--- src/rtl/signed_spm_fsm.sv ---
// Signed 8x8 serial-parallel multiplier: latches operands on start, produces one
// product bit per cycle for 16 cycles, then presents the 16-bit product with done.
module signed_spm_fsm (
  input  logic        clk,
  input  logic        rst,
  input  logic        startOperation,
  input  logic [7:0]  x,
  input  logic [7:0]  y,
  output logic [15:0] out,
  output logic        done
);

  typedef enum logic [1:0] {
    IDLE = 2'd0,
    RUN  = 2'd1,
    DONE = 2'd2
  } state_t;

  state_t      state_q, state_d;
  logic [3:0]  cnt_q, cnt_d;
  logic [7:0]  mcand_q, mcand_d;
  logic [7:0]  mplr_q, mplr_d;
  logic [8:0]  acc_q, acc_d;
  logic [15:0] prod_q, prod_d;
  logic [15:0] out_q, out_d;
  logic        done_q, done_d;
  logic [9:0]  sum_s;

  assign out  = out_q;
  assign done = done_q;

  // State and datapath registers
  always_ff @(posedge clk or posedge rst) begin
    if (rst) begin
      state_q <= IDLE;
      cnt_q   <= 4'd0;
      mcand_q <= 8'd0;
      mplr_q  <= 8'd0;
      acc_q   <= 9'd0;
      prod_q  <= 16'd0;
      out_q   <= 16'd0;
      done_q  <= 1'b0;
    end else begin
      state_q <= state_d;
      cnt_q   <= cnt_d;
      mcand_q <= mcand_d;
      mplr_q  <= mplr_d;
      acc_q   <= acc_d;
      prod_q  <= prod_d;
      out_q   <= out_d;
      done_q  <= done_d;
    end
  end

  // Next-state logic
  always_comb begin
    state_d = state_q;
    case (state_q)
      IDLE: begin
        if (startOperation) state_d = RUN;
        else                state_d = IDLE;
      end
      RUN: begin
        if (cnt_q == 4'd15) state_d = DONE;
        else                state_d = RUN;
      end
      DONE: begin
        if (startOperation) state_d = RUN;
        else                state_d = DONE;
      end
      default: state_d = IDLE;
    endcase
  end

  // Partial-sum adder: |acc| stays below |x|, so 10 bits never overflow
  always_comb begin
    if (mplr_q[0]) sum_s = {{2{acc_q[8]}}, acc_q} + {{2{mcand_q[7]}}, mcand_q};
    else           sum_s = {{2{acc_q[8]}}, acc_q};
  end

  // Datapath and registered-output next values
  always_comb begin
    cnt_d   = cnt_q;
    mcand_d = mcand_q;
    mplr_d  = mplr_q;
    acc_d   = acc_q;
    prod_d  = prod_q;
    out_d   = out_q;
    done_d  = done_q;
    case (state_q)
      IDLE, DONE: begin
        if (startOperation) begin
          mcand_d = x;
          mplr_d  = y;
          acc_d   = 9'd0;
          prod_d  = 16'd0;
          cnt_d   = 4'd0;
          done_d  = 1'b0;
        end else begin
          done_d  = (state_q == DONE);
        end
      end
      RUN: begin
        // Arithmetic shift of the multiplier supplies y[7] for bits 8..15
        mplr_d = {mplr_q[7], mplr_q[7:1]};
        acc_d  = sum_s[9:1];
        prod_d = {sum_s[0], prod_q[15:1]};
        cnt_d  = cnt_q + 4'd1;
        if (cnt_q == 4'd15) begin
          out_d  = {sum_s[0], prod_q[15:1]};
          done_d = 1'b1;
        end else begin
          done_d = 1'b0;
        end
      end
      default: begin
        done_d = 1'b0;
      end
    endcase
  end

endmodule

--- config.mk ---
export PLATFORM = sky130hd
export DESIGN_NAME = signed_spm_fsm
export DESIGN_NICKNAME = d
export VERILOG_FILES = /design/src/rtl/signed_spm_fsm.sv
export SDC_FILE = /design/constraint.sdc
export NUM_CORES = 1
export LEC_CHECK = 0
export CORE_UTILIZATION = 40
export CTS_CLUSTER_SIZE = 25
export DETAILED_ROUTE_END_ITERATION = 10
export GPL_TIMING_DRIVEN = 0
export PLACE_DENSITY = 0.58
export SYNTH_ARGS = -nofsm -noshare
export SYNTH_HDL_FRONTEND = slang
export SYNTH_SLANG_ARGS = --single-unit
--- constraint.sdc ---
create_clock -name clk -period 2.4 [get_ports clk]
set_input_delay 0.48 -clock clk [delete_from_list [all_inputs] [get_ports clk]]
set_output_delay 0.48 -clock clk [all_outputs]
set_load 0.01 [all_outputs]
======== Word-level counts from Yosys, hierarchy flattened ========
Index checks and enable logic that the tools add are counted.
Widths: inputs -> output; s select.
operators by class
  bitwise logic cells ..................... 1
  add/subtract/negate cells ............... 2
  mux-type cells .......................... 16
  reduce and logical (&&, ||, !) cells .... 8
  eq/ne operators ......................... 5
operators with widths
  kind                 count
  $pmux 16 s2          1
  $pmux 9 s2           1
  $mux 16              1
  $pmux 8 s2           1
  $add 9x8->10         1
  $mux 10              1
  $mux 9               1
  $mux 8               1
  $pmux 4 s2           1
  $pmux 2 s3           1
  $reduce_and 2->1     3
  $reduce_and 3->1     2
  $add 4x1->4 const B  1
  $eq 4x4->1 const B   1
  $mux 2               2
  $mux 4               1
  $ne 2x2->1 const B   2
  $mux 1               3
  $eq 2x1->1 const B   1
  $eq 2x2->1 const B   1
  $logic_not 2->1      1
  $pmux 1 s2           1
  $reduce_bool 2->1    1
  $reduce_or 2->1      1
  $not 1->1            1
storage, ports and cells
  bits of input ports ..................... 19
  register bits after elaboration ......... 64
  output and inout bits ................... 17

======== Logic depth before layout (Yosys ltp) ========
Gate-level depths: netlist of the first run.
  word-level depth ........................ 4
  gate-level depth with buffers ........... 7

======== Least setup slack after synthesis of the first run ========
No wires, ideal clock.
  path type ............................... register -> register
  start ................................... register mcand_q[0]
  end ..................................... register acc_q[5]
  stages on the path, launching flop included .. 8
  clock period less this slack ............ 1933 ps
  setup slack ............................. 467 ps
  required time ........................... 2275 ps
  path buffers ............................ 0
  arrival ................................. 1808 ps
  cell sequence ........................... dfrtp_1 ha_1 fa_1 a211oi_1 nor2_1 o31ai_1 xor2_1 o21ai_1
between the ends
  cells in the longest elaborated chain, start to end .. 3
ends and longest elaborated chain
  item                    line  RTL
  from (decl)             21    logic [7:0] mcand_q, mcand_d;
  from (signal assigned)  46    mcand_q <= mcand_d;
  $add 9x8->10            77    if (mplr_q[0]) sum_s = {{2{acc_q[8]}}, acc_q} + {{2{mcand_q[7]}}, mcand_q};
  $mux 10                 77
  $pmux 9 s2              90    case (state_q)
  to (signal assigned)    39    acc_q <= 9'd0;
  to (signal assigned)    48    acc_q <= acc_d;
  to (decl)               23    logic [8:0] acc_q, acc_d;
No other way between the ends. The select of a mux whose other input is x is not followed.
A chain may end at the register's enable or synchronous reset.

======== Final worst setup path of the first run ========
  start ................................... register mcand_q[0]
  end ..................................... register acc_q[7]
Same word-level chain as after synthesis.

==> run_results.csv, run 1 <==
group,metric,value,unit
timing,setup_viol,0,
timing,maxSlewHeadroom,60.4,%
hold_path,hold_class,"reg -> reg",
route,drt_iter0_markers,124,
clock_tree,cts_max_level,3,
clock_tree,clkLatencyLatePin,0.34,ns
route,wl_per_cell,14.0,um
global_routing,grt_pass1_vias,1920,
power,clockPowerShare,17.1,%
power,internal-power,2.90,mW
clock_tree,cts_resized,0,
global_routing,grt_pass1_wl,9.27,mm
flow_run,maxCapViolations,0,
yosys,yosys.area.top_type_share,54.7,%
global_routing,grt_antenna_before_repair,0,
floorplan,die_w,86.2,um
yosys,postSynthAreaPerCell,11.3,um^2
global_routing,gr-total-overflow,0,
outcome,outcome,"completed",
yosys,synth_fp_nets,280,
power,peakVddDrop,0.451,mV
critical_path,worstPathArrival,2.42,ns
route,firstDrtPassIters,4,
critical_path,cp-start-kind,"flop",
power,power_switching,1.73,mW
critical_path,path_cells,"ha_1 -> fa_1 -> a211oi_1 -> o21ai_1 -> a31oi_1 -> xor2_1 -> o21ai_1",
critical_path,worst-path-buf-inv,0,
global_routing,grt_start_max_net_pins,37,
yosys,yosys_register_bits,62,
route,vias,1992,
final_layout,stdcell_area,0.00349,mm^2
critical_path,cp_top_family,"compound AO/OA/AOI/OAI gates",
critical_path,cp-end-kind,"flop",
global_routing,grt_usage,16.5,%
clock_tree,root_buffer,"clkbuf_8",
power,swShare,37.3,%
yosys,synth_cell_types,43,
final_layout,drive_gt1_share,13.6,%
timing,finalCritPeriodShare,91.8,%
critical_path,critPathMostFrequentCell,"o21ai_1",
final_layout,diodes,0,
critical_path,critPathMaxFanout,3,
timing,clock_skew,0.00431,ns
yosys,seq_area_frac_synth,54.7,%
clock_tree,cts_tree,"yes",
clock_tree,cts_hold_buf,0,
floorplan,floorplan.die_area,0.00743,mm^2
timing,hold_ws,0.482,ns
floorplan,row_count,30,
route,ant_nets,0,
yosys,synthTopCellsByCount,"dfrtp_1, nand2_1, a22o_1, a21oi_1, ha_1",
yosys,synthTopCellsByArea,"dfrtp_1, nand2_1, a22o_1",
yosys,syn_inst,250,
power,power.leakage,1.64,nW
yosys,synthMostInstantiatedCell,"dfrtp_1",
place,post-dp-hpwl,3.80,mm
final_layout,area_growth,23.1,%
critical_path,crit_type,"reg -> reg",
power,combPwrFrac,43.8,%
clock_tree,cts.clk_slew.worst_paths,0.07,ns
critical_path,worstPathRequired,2.62,ns
final_layout,nNetsFinal,327,
clock_tree,cts.sinks,62,
clock_tree,cts_setup_buffers,0,
route,wl,5.57,mm
final_layout,final_core_util,51.1,%
place,placed_area,0.00333,mm^2
floorplan,coreArea,0.00683,mm^2
clock_tree,cts_made_buffers,9,
route,remaining_drc_errors,0,
route,via_per_inst,5.01,
yosys,synthFlopType,"dfrtp_1",
timing,drv_slew,0,
timing,fin_crit,2.20,ns
yosys,synth_area_leader_cell,"dfrtp_1",
power,p_per_area,1330,mW/mm^2
clock_tree,cts_buffer_depth,2,
yosys,synth-edff-count,0,
timing,worst_slew_pin_slew,0.594,ns
timing,final-hold-violation-count,0,
floorplan,ios,36,
timing,max_freq,0.454,GHz
yosys,ys_async_sr_fraction,100,%
place,globalplace.congestion,0.828,
floorplan,start_util,41.5,%
critical_path,crit_slowest_cell,"fa_1",
place,portBuffers,35,
yosys,ys.warnings.count,0,
yosys,netlist_area,0.00284,mm^2
critical_path,cpPeakStageDelay,0.43,ns
timing,rsz0062_at_grt,"no",
floorplan,die_y,86.2,um
power,pwr-share-seq,39.1,%
worst paths after layout:
path	startpoint	to	slack, ns	cells after the start
setup / recovery	mcand_q[0]$_DFFE_PP0P_	acc_q[7]$_DFFE_PP0P_	0.20	7
hold / removal	mplr_q[1]$_DFFE_PP0P_	mplr_q[1]$_DFFE_PP0P_	0.48	2
setup reg to reg	mcand_q[0]$_DFFE_PP0P_	acc_q[7]$_DFFE_PP0P_	0.20	7
hold reg to reg	mplr_q[1]$_DFFE_PP0P_	mplr_q[1]$_DFFE_PP0P_	0.48	2
max in group asynchronous	rst	mplr_q[6]$_DFFE_PP0P_	1.28	3
min in group asynchronous	rst	out[3]$_DFFE_PP0P_	0.52	2
cell usage in the layout (no fill, tap or decap), drive strengths merged, types with 4 or more instances in the layout:
master,instances
nor2,7
a22oi,6
dfrtp,62
and3,5
clkdlybuf4s50,35
clkinv,5
xnor2,4
a22o,15
a211oi,4
ha,10
o21ai,12
mux2,16
a21oi,10
a21o,4
clkbuf,12
buf,13
a31oi,4
nand2,49
cell type report:
cell class	instances	area, um^2
Tap cell	96	120
Clock inverter	6	37.5
Sequential cell	62	1550
Multi-Input combinational cell	172	1190
Buffer	14	81.3
Inverter	2	7.51
Timing Repair Buffer	36	370
Clock buffer	10	128
Fill cell	639	3340
cells by family after synthesis:
family	synth area share, %
flops	54.7
xor+xnor	1.85
fa+ha+maj	5.12
mux	7.06
buf+inv	3.13
compound gates	15.9
simple gates	12.2
power groups by stage:
| stage | Combinational, mW | Sequential, mW | Clock [mW] |
|---|---|---|---|
| final | 2.03 | 1.81 | 0.792 |
| after global routing | 2.27 | 1.87 | 0.852 |
| after CTS | 2.04 | 1.82 | 0.806 |
| after detailed placement | 2.02 | 1.83 | 0 |
| after global placement | 2.00 | 1.82 | 0 |
| after floorplan | 1.45 | 1.79 | 0 |
metal layers:
metal | GRT usage (%) | vias up | wire length, um
met5 | 0 | - | 0
met4 | 9.09 | 0 | 74
met3 | 3.05 | 7 | 157
met2 | 23.4 | 31 | 2410
met1 | 23.8 | 968 | 2920
li1 | - | 986 | -
metrics by stage:
stage          cells  TNS (ns)  power (mW)  setup slack (ns)
6_report         398         0        4.63             0.196
3_3_place_gp     381    -49.82        3.82            -0.808
3_5_place_dp     382         0        3.86             0.241
2_1_floorplan    250         0        3.25             0.379
4_1_cts          398         0        4.66             0.213
5_1_grt          398         0        5.00            0.0819
state kept, by name, summed over array words and instances (netlist names):
register	count
acc_q	9
cnt_q	4
done	1
mcand_q	8
mplr_q	8
out	16
prod_q	15
state_q	1
tightest hold or removal path, stage by stage (launching register included):
cell     delay (ns)
dfrtp_1        0.34
nand2_1        0.05
nand2_1        0.05
Note: power is estimated with default switching activity, not from simulation.
==> run 2: changes to the inputs <==
--- a/config.mk
+++ b/config.mk
@@ -5,11 +5,11 @@
 export SDC_FILE = /design/constraint.sdc
 export NUM_CORES = 1
 export LEC_CHECK = 0
-export CORE_UTILIZATION = 40
+export CORE_UTILIZATION = 56
 export CTS_CLUSTER_SIZE = 25
 export DETAILED_ROUTE_END_ITERATION = 10
 export GPL_TIMING_DRIVEN = 0
-export PLACE_DENSITY = 0.58
+export PLACE_DENSITY = 0.78
 export SYNTH_ARGS = -nofsm -noshare
 export SYNTH_HDL_FRONTEND = slang
 export SYNTH_SLANG_ARGS = --single-unit
==> constraint.sdc (replaced) <==
create_clock -name clk -period 2.65 [get_ports clk]
set_input_delay 0.53 -clock clk [delete_from_list [all_inputs] [get_ports clk]]
set_output_delay 0.53 -clock clk [all_outputs]
set_load 0.01 [all_outputs]
==> run 2 against run 1 <==
Sequential power shrank 9%. Worst hold slack lost 0.0024 ns. Fmax grew 0.89%. Wire length shrank 3.3%. Critical endpoint unchanged.
==> run_results.csv, run 2 (synthesis gave the netlist of run 1 again) <==
group,metric,value,unit
power,swShare,35.6,%
final_layout,layout_commonest_cell,"dfrtp_1",
critical_path,crit_type,"reg -> reg",
timing,setup_viol,0,
place,portBuffers,35,
route,ant_nets,0,
route,wl_per_cell,14.6,um
final_layout,nNetsFinal,327,
global_routing,grt_start_max_net_pins,39,
floorplan,ios,36,
critical_path,cpPeakStageDelay,0.44,ns
place,globalplace.congestion,0.817,
critical_path,cp-end-kind,"flop",
hold_path,hold_class,"reg -> reg",
clock_tree,cts_resized,0,
clock_tree,cts_tree,"yes",
final_layout,area_growth,23.3,%
critical_path,crit_slowest_cell,"fa_1",
clock_tree,cts.clk_slew.worst_paths,0.07,ns
clock_tree,cts_buffer_depth,2,
route,via_per_inst,5.57,
floorplan,start_util,59.2,%
global_routing,grt_pass1_vias,1928,
power,peakVddDrop,0.683,mV
critical_path,critPathMaxFanout,3,
clock_tree,cts_max_level,3,
timing,timing.final.ws_setup,0.466,ns
route,drt_iter0_markers,181,
final_layout,nFillCells,360,
floorplan,coreArea,0.00479,mm^2
flow_run,maxCapViolations,0,
critical_path,worstPathArrival,2.39,ns
critical_path,cp-start-kind,"flop",
place,post-place-ws,0.524,ns
final_layout,diodes,0,
timing,finalCritPeriodShare,82.4,%
final_layout,seq_area,0.00155,mm^2
critical_path,r2r-start,"mcand_q[0]$_DFFE_PP0P_",
final_layout,drive_gt1_share,13.6,%
critical_path,worstPathRequired,2.85,ns
power,fin_total_pwr,4.35,mW
hold_path,min_from,"cnt_q[3]$_DFFE_PP0P_",
power,pwr-share-seq,37.8,%
power,combPwrFrac,42.5,%
power,internal-power,2.80,mW
timing,rsz0062_at_grt,"no",
timing,fin_crit,2.18,ns
timing,final-hold-violation-count,0,
timing,totalNegativeSetupSlack,0,ns
outcome,outcome,"completed",
floorplan,die_y,73.2,um
final_layout,multiInputGateArea,0.00119,mm^2
global_routing,grt_usage,22.7,%
clock_tree,clkLatencyLatePin,0.33,ns
global_routing,gr-total-overflow,0,
timing,drv_slew,0,
clock_tree,root_buffer,"clkbuf_8",
final_layout,layout_common_cells,"dfrtp_1, nand2_1, clkdlybuf4s50_1",
timing,worst_slew_pin_slew,0.554,ns
power,power.leakage,1.66,nW
global_routing,grt_pass1_wl,9.00,mm
clock_tree,cts.sinks,62,
critical_path,startpoint,"mcand_q[0]$_DFFE_PP0P_",
critical_path,path_cells,"ha_1 -> fa_1 -> a211oi_1 -> o21ai_1 -> a31oi_1 -> xor2_1 -> o21ai_1",
route,remaining_drc_errors,0,
global_routing,grt_antenna_before_repair,0,
route,firstDrtPassIters,4,
floorplan,row_count,25,
route,vias,2049,
timing,max_freq,0.458,GHz
clock_tree,cts_setup_buffers,0,
clock_tree,cts_made_buffers,9,
power,p_per_area,1240,mW/mm^2
power,clockPowerShare,19.7,%
critical_path,critPathMostFrequentCell,"o21ai_1",
final_layout,largest_reg_flops,16,
floorplan,floorplan.die_area,0.00535,mm^2
power,power_switching,1.55,mW
place,post-dp-hpwl,3.68,mm
route,wl,5.39,mm
timing,clock_skew,0.00829,ns
clock_tree,cts_hold_buf,0,
floorplan,die_w,73.2,um
timing,maxSlewHeadroom,63.0,%
run 2: cell types whose count changed in the layout (fill, tap and decap cells not counted):
cell / change
clkinv_4: -1
bufinv_16: +1
clkinv_2: -3
clkinvlp_4: +1
clkbuf_8: +3
clkbuf_1: -1
inv_6: -1
run 2: path summary, 6_finish.rpt:
| path | to | slack [ns] | cells past startpoint |
|---|---|---|---|
| worst max-delay path | acc_q[7]$_DFFE_PP0P_ | 0.47 | 7 |
| worst min-delay path | cnt_q[3]$_DFFE_PP0P_ | 0.48 | 1 |
| worst max register to register | acc_q[7]$_DFFE_PP0P_ | 0.47 | 7 |
| worst min register to register | cnt_q[3]$_DFFE_PP0P_ | 0.48 | 1 |
| max in group asynchronous | out[13]$_DFFE_PP0P_ | 1.48 | 3 |
| min in group asynchronous | prod_q[5]$_DFFE_PP0P_ | 0.57 | 2 |
run 2: final cells by class:
type	count	share of cell area, %
flip-flops and latches	62	44.4
multi-input cells	172	34.2
repair buffers	36	10.6
clock buffers	12	4.72
well taps	67	2.40
plain buffers	14	2.33
clock inverters	3	1.22
inverters	2	0.215
run 2: worst max-delay path, delay by kind of cell, from the launching register on:
kind / cells / cell delay, ns
adders and majority gates: 2 / 0.67
DFF: 1 / 0.39
AOI/OAI and AO/OA: 4 / 0.84
xor gates and xnor gates: 1 / 0.17
run 2: power groups by stage:
stage / combinational (mW) / clock, mW / sequential [mW]
after detailed placement: 1.83 / 0 / 1.66
after floorplan: 1.31 / 0 / 1.63
after CTS: 1.85 / 0.872 / 1.64
after global placement: 1.78 / 0 / 1.64
final: 1.85 / 0.857 / 1.64
after global routing: 2.05 / 0.913 / 1.69
run 2: stage by stage:
stage,utilization (%),std cells,hold WS (ns),cell area [um^2]
floorplan,-,250,0.446,2840
global placement,68.3,352,0.458,3270
detailed placement,68.7,353,0.468,3290
CTS,73.1,368,0.485,3500
global route,73.1,368,0.517,3500
finish,73.1,368,0.480,3500
run 2: per-layer routing:
metal	wire, um	GRT usage, %	vias to the layer above
met4	39	6.54	0
met1	2600	31.5	1020
met5	0	0	-
met2	2510	34.4	41
li1	-	-	984
met3	234	7.18	4
